File: src/rtl/dmem_pkg.sv
// Shared definitions for the lane serialiser: FSM state encoding, transfer
// size codes and default geometry.
package dmem_pkg;

  localparam int unsigned DEF_WORD_W = 32;
  localparam int unsigned DEF_LANE_W = 8;

  typedef enum logic [0:0] {
    S_IDLE = 1'b0,
    S_XFER = 1'b1
  } dmem_state_e;

  localparam logic [1:0] SZ_BYTE = 2'd0;
  localparam logic [1:0] SZ_HALF = 2'd1;
  localparam logic [1:0] SZ_WORD = 2'd2;

endpackage

File: src/rtl/dmem_lane_mux.sv
// Combinational lane selector: picks one LANE_W-wide slice of a word.
module dmem_lane_mux #(
  parameter int unsigned WORD_W = 32,
  parameter int unsigned LANE_W = 8
) (
  input  logic [WORD_W-1:0]                   word,
  input  logic [$clog2(WORD_W/LANE_W)-1:0]    lane,
  output logic [LANE_W-1:0]                   data_c
);

  localparam int unsigned NLANE = WORD_W / LANE_W;

  logic [NLANE-1:0][LANE_W-1:0] lanes;

  assign lanes  = word;
  assign data_c = lanes[lane];

endmodule

File: src/rtl/dmem_lane_ser.sv
// Serialises a captured word into 2^size lanes starting at an aligned lane
// offset, in ascending or descending lane order, with valid/ready handshake.
module dmem_lane_ser
  import dmem_pkg::*;
#(
  parameter int unsigned WORD_W = DEF_WORD_W,
  parameter int unsigned LANE_W = DEF_LANE_W
) (
  input  logic                                clk,
  input  logic                                rst,
  input  logic                                start,
  input  logic [1:0]                          size,
  input  logic [$clog2(WORD_W/LANE_W)-1:0]    offset,
  input  logic                                big_end,
  input  logic [WORD_W-1:0]                   in_data,
  input  logic                                abort,
  input  logic                                out_ready,
  output logic                                out_valid,
  output logic [LANE_W-1:0]                   out_data,
  output logic [$clog2(WORD_W/LANE_W)-1:0]    out_lane,
  output logic                                out_last,
  output logic                                busy,
  output logic                                done,
  output logic                                err
);

  localparam int unsigned NLANE = WORD_W / LANE_W;
  localparam int unsigned LW    = $clog2(NLANE);

  localparam logic [0:0] IDLE = S_IDLE;
  localparam logic [0:0] XFER = S_XFER;

  // Number of lanes minus one for a size code (also the alignment mask).
  function automatic logic [LW-1:0] lanes_m1(input logic [1:0] sz);
    lanes_m1 = LW'((32'd1 << sz) - 32'd1);
  endfunction

  logic [0:0]        state_q, state_nxt;
  logic [WORD_W-1:0] word_q, word_nxt;
  logic [1:0]        size_q, size_nxt;
  logic [LW-1:0]     off_q, off_nxt;
  logic [LW-1:0]     k_q, k_nxt;
  logic              be_q, be_nxt;
  logic              done_nxt, err_nxt;
  logic              size_ok, aligned;
  logic              xfer_nxt, last_nxt;
  logic [LW-1:0]     lane_nxt;
  logic [LANE_W-1:0] lane_data;

  assign size_ok = 32'(size) <= LW;
  assign aligned = (offset & lanes_m1(size)) == '0;

  // Next-state, capture and beat-counter logic.
  always_comb begin
    state_nxt = state_q;
    word_nxt  = word_q;
    size_nxt  = size_q;
    off_nxt   = off_q;
    be_nxt    = be_q;
    k_nxt     = k_q;
    done_nxt  = 1'b0;
    err_nxt   = 1'b0;
    case (state_q)
      IDLE: begin
        if (start && !abort) begin
          if (size_ok && aligned) begin
            word_nxt  = in_data;
            size_nxt  = size;
            off_nxt   = offset;
            be_nxt    = big_end;
            k_nxt     = '0;
            state_nxt = XFER;
          end else begin
            err_nxt = 1'b1;
          end
        end
      end
      XFER: begin
        if (abort) begin
          state_nxt = IDLE;
        end else if (out_ready) begin
          if (k_q == lanes_m1(size_q)) begin
            state_nxt = IDLE;
            done_nxt  = 1'b1;
          end else begin
            k_nxt = k_q + LW'(1);
          end
        end
      end
      default: state_nxt = IDLE;
    endcase
  end

  // Beat presented next cycle; lane arithmetic wraps modulo NLANE.
  assign xfer_nxt = state_nxt == XFER;
  assign lane_nxt = be_nxt ? (off_nxt + lanes_m1(size_nxt) - k_nxt) : (off_nxt + k_nxt);
  assign last_nxt = k_nxt == lanes_m1(size_nxt);

  dmem_lane_mux #(
    .WORD_W (WORD_W),
    .LANE_W (LANE_W)
  ) u_mux (
    .word   (word_nxt),
    .lane   (lane_nxt),
    .data_c (lane_data)
  );

  always_ff @(posedge clk) begin
    if (rst) begin
      state_q   <= IDLE;
      word_q    <= '0;
      size_q    <= '0;
      off_q     <= '0;
      be_q      <= 1'b0;
      k_q       <= '0;
      out_valid <= 1'b0;
      out_data  <= '0;
      out_lane  <= '0;
      out_last  <= 1'b0;
      busy      <= 1'b0;
      done      <= 1'b0;
      err       <= 1'b0;
    end else begin
      state_q   <= state_nxt;
      word_q    <= word_nxt;
      size_q    <= size_nxt;
      off_q     <= off_nxt;
      be_q      <= be_nxt;
      k_q       <= k_nxt;
      out_valid <= xfer_nxt;
      out_data  <= xfer_nxt ? lane_data : '0;
      out_lane  <= xfer_nxt ? lane_nxt : '0;
      out_last  <= xfer_nxt & last_nxt;
      busy      <= xfer_nxt;
      done      <= done_nxt;
      err       <= err_nxt;
    end
  end

endmodule

File: config.mk
export PLATFORM = sky130hd
export DESIGN_NAME = dmem_lane_ser
export DESIGN_NICKNAME = d
export VERILOG_FILES = /design/src/rtl/dmem_pkg.sv /design/src/rtl/dmem_lane_mux.sv /design/src/rtl/dmem_lane_ser.sv
export SDC_FILE = /design/constraint.sdc
export NUM_CORES = 1
export LEC_CHECK = 0
export CORE_MARGIN = 5
export CORE_UTILIZATION = 40
export CTS_BUF_LIST = sky130_fd_sc_hd__clkbuf_8 sky130_fd_sc_hd__clkbuf_16
export DETAILED_ROUTE_END_ITERATION = 8
export GPL_TIMING_DRIVEN = 0
export PLACE_DENSITY = 0.66
export SLEW_MARGIN = 30
export SYNTH_ARGS = -nofsm -noshare
export SYNTH_HDL_FRONTEND = slang
export SYNTH_HIERARCHICAL = 1
export SYNTH_SLANG_ARGS = --single-unit
File: constraint.sdc
create_clock -name clk -period 3.33 [get_ports clk]
set_input_delay 0.333 -clock clk [delete_from_list [all_inputs] [get_ports clk]]
set_output_delay 0.333 -clock clk [all_outputs]
set_load 0.05 [all_outputs]
==> impl_metrics.ini <==
[clocking]
cts_hold_buf = 0
path_clk_slew_ns = 0.09
cts_sinks = 53
cts_root_buf = clkbuf_8
cts_max_path_buffers = 2
cts_buffers = 5
tritoncts = yes
htree_levels = 2
clock_latency_ns = 0.30

[drt]
routed_wl_mm = 5.207
met1_length_mm = 2.462
drtIter0Drc = 40
wl_per_cell_um = 14.79
wl_met2_mm = 2.459
num_vias = 1706
antenna_left = 0
viasPerCell = 4.847
drc_errors = 0
highest_layer = met4
met3_length_um = 260
dr.pass1.iters = 4

[final_layout]
fin_area_um2 = 3318
seq_area_um2 = 1070
area_growth_pct = 36.77
postLayoutCoreUtil_pct = 56.04
insertedDiodeCount = 0
drive_above_1_share_pct = 31.05
multi_input_area_um2 = 1325
fill_cells = 520
finalNetCount = 321

[critical_path]
cp.arrival_ns = 3.43
path_max_fanout = 8
max_stage_delay_ns = 0.55
endpoint_kind = flip-flop
required_ns = 3.53
critical_path_class = flip-flop to flip-flop
path_cells = or4_4 > nand3_4 > o211ai_1 > o31ai_2 > ha_1 > inv_1 > ha_2 > xor3_1 > mux2i_1 > mux2i_1 > xnor2_1 > clkbuf_8 > mux4_2 > and3_4
cpMaxStageDelayCell = or4_4
cp_common_cell = mux2i_1
cp-start-kind = flip-flop

[die]
num_rows = 28
num_io_pins = 57
fp.dieArea_um2 = 7723
design.core.area_um2 = 5921
die_w_um = 87.88
die_y_um = 87.88
start_util_pct = 40.98

[global_routing]
grtUsageTotal_pct = 14.60
grt_pass1_vias = 1766
grt_pass1_wl_mm = 8.604
antenna_found_initial = 0
grt_overflow = 0
grt_max_degree = 17

[synthesis]
synth_xor_area_share_pct = 3.043
synthesis.area_um2 = 2426
yosysUniqueCellTypes = 36
synth_compound_area_share_pct = 3.249
synth_top_family_by_area = multiplexers
synthAdderAreaFrac_pct = 1.547
yosys.area_share.simple_pct = 17.23
syn_area_per_cell_um2 = 11.83
netlist_instances = 205
ys_seq_area_share_pct = 43.73
yosys_register_bits = 53
syn_nets = 250
yosysWarnings = 6
synth_mux_area_share_pct = 27.08

[timing]
worst_pin_slew_ns = 0.5117
rsz0062_at_grt = true
hold_violations = 0
skew_ns = 0.007915
slew_headroom_pct = 65.78
clock.fmax_mhz = 309.7
finalCriticalPeriod_ns = 3.229
post-route-period-util_pct = 96.97
final-setup-viol-count = 0
maxSlewViolCount = 0

[placed_design]
gp_congestion = 0.7615
place.port_buffers = 55
post_dp_cell_area_um2 = 3070
dpl.hpwl_mm = 3.749

[power]
p_int_uw = 941.0
pwr-share-clk_pct = 30.6
p_comb_share_pct = 16.6
peakVddDrop_mv = 0.2877
power_frac_seq_pct = 52.8
switching_power_uw = 301.0
p_sw_share_pct = 24.23
power.density_nw_per_um2 = 374.3
power_mw = 1.242
p_leak_nw = 1.417

[min_path]
hp-class = input pin to flip-flop

[status]
status = complete, no violations

[job]
maxCapViolCount = 0
[logic make-up after synthesis]
family	after synthesis
XOR/XNOR	5
AO/OA/AOI/OAI	8
multiplexers	51
buffers and inverters	17
adder cells (fa/ha/maj)	3
flip-flops	53
AND/OR/NAND/NOR	68
[metal layers]
metal / global-route usage (%) / up-vias
met5: 0 / -
met4: 3.347 / 0
met3: 2.916 / 2
met2: 23.70 / 39
met1: 20.08 / 805
li1: - / 860
[power groups by stage]
stage | clock network [mW] | registers (mW) | logic (mW)
final | 0.380 | 0.656 | 0.206
after CTS | 0.388 | 0.657 | 0.200
after floorplan | 0 | 0.678 | 0.107
after global placement | 0 | 0.671 | 0.195
after global routing | 0.422 | 0.658 | 0.225
after detailed placement | 0 | 0.672 | 0.196
[worst max-delay path, delay by kind of cell (launching register included)]
family          cells  cell delay [ns]
simple gates        3             0.83
mux                 3             0.57
fa+ha+maj           2             0.49
xor+xnor            2             0.39
flops               1             0.37
buf+inv             2             0.28
compound gates      2             0.19
[synth_stat cells (all sizes together)]
library cell	n	area (um2)
nand3	3	15.01
xnor2	3	26.28
o31ai	2	15.01
a21oi	1	8.760
a31oi	1	6.260
o21ai	1	5.000
and3	9	56.30
or4	1	7.510
xor3	2	47.55
buf	7	61.30
and2	36	225.2
nand3b	1	7.510
nor3b	1	7.510
nand2b	1	6.260
nor3	1	16.27
nand4b	1	8.760
mux2i	9	90.09
nand2	3	11.26
nor2	7	26.28
nor4	1	6.260
nor2b	1	6.260
o211ai	2	28.78
ha	3	37.54
or4bb	1	11.26
mux4	8	180.2
clkbuf	6	23.77
dfxtp	53	1061
or2	1	6.260
inv	4	15.01
o221ai	1	15.01
mux2	34	386.6
[worst paths after layout]
check                  from     endpoint  slack [ns]  depth (start not counted)
hold / removal          rst    size_q[0]        0.38                          2
setup reg to reg  size_q[0]  out_data[7]        0.10                         14
setup / recovery  size_q[0]  out_data[7]        0.10                         14
hold reg to reg    off_q[1]     off_q[1]        0.52                          2
[cells in the final DEF (no fill, tap or decap), types with 3 or more instances in the layout]
cell,synthesis,layout
and2_1,36,36
and3_1,9,6
and3_4,0,3
buf_4,3,12
clkbuf_1,5,5
clkbuf_8,0,7
clkdlybuf4s50_1,0,51
dfxtp_1,53,50
inv_1,4,4
mux2_2,33,33
mux2i_1,9,9
mux4_2,8,8
nand2_1,3,3
nor2_1,7,6
xnor2_1,3,3
[metrics by stage]
| stage | setup slack (ns) | instances | TNS (ns) | hold slack (ns) |
|---|---|---|---|---|
| 2_1_floorplan | 0.06711 | 205 | 0 | 0.4524 |
| 3_3_place_gp | -0.6389 | 335 | -4.993 | 0.5002 |
| 3_5_place_dp | -0.6598 | 335 | -5.187 | 0.5108 |
| 4_1_cts | 0.0006346 | 346 | 0 | 0.3838 |
| 5_1_grt | -0.08789 | 352 | -0.5843 | 0.4093 |
| 6_report | 0.1008 | 352 | 0 | 0.3826 |
[sequential cells by signal, indices dropped and copies added (netlist names)]
| register | cells |
|---|---|
| off_q | 2 |
| be_q | 1 |
| out_data | 8 |
| out_lane | 2 |
| k_q | 2 |
| out_last | 1 |
| size_q | 2 |
| err | 1 |
| state_q | 1 |
| word_q | 32 |
| done | 1 |
[repair_timing]
item | in CTS | in global routing
setup buffers | 3 | 6
pin swaps | 1 | 6
endpoints found under the setup margin | 8 | 8
gates resized for setup | 6 | 19
[final cells by class]
class | instances | share of cell area, %
multi-input combinational | 135 | 39.93
sequential | 53 | 32.24
timing repair buffer | 64 | 18.70
buffer | 13 | 2.941
tap | 75 | 2.828
clock buffer | 6 | 2.489
inverter | 4 | 0.4525
clock inverter | 2 | 0.4148
No activity file was read; power rests on OpenSTA's default activity.
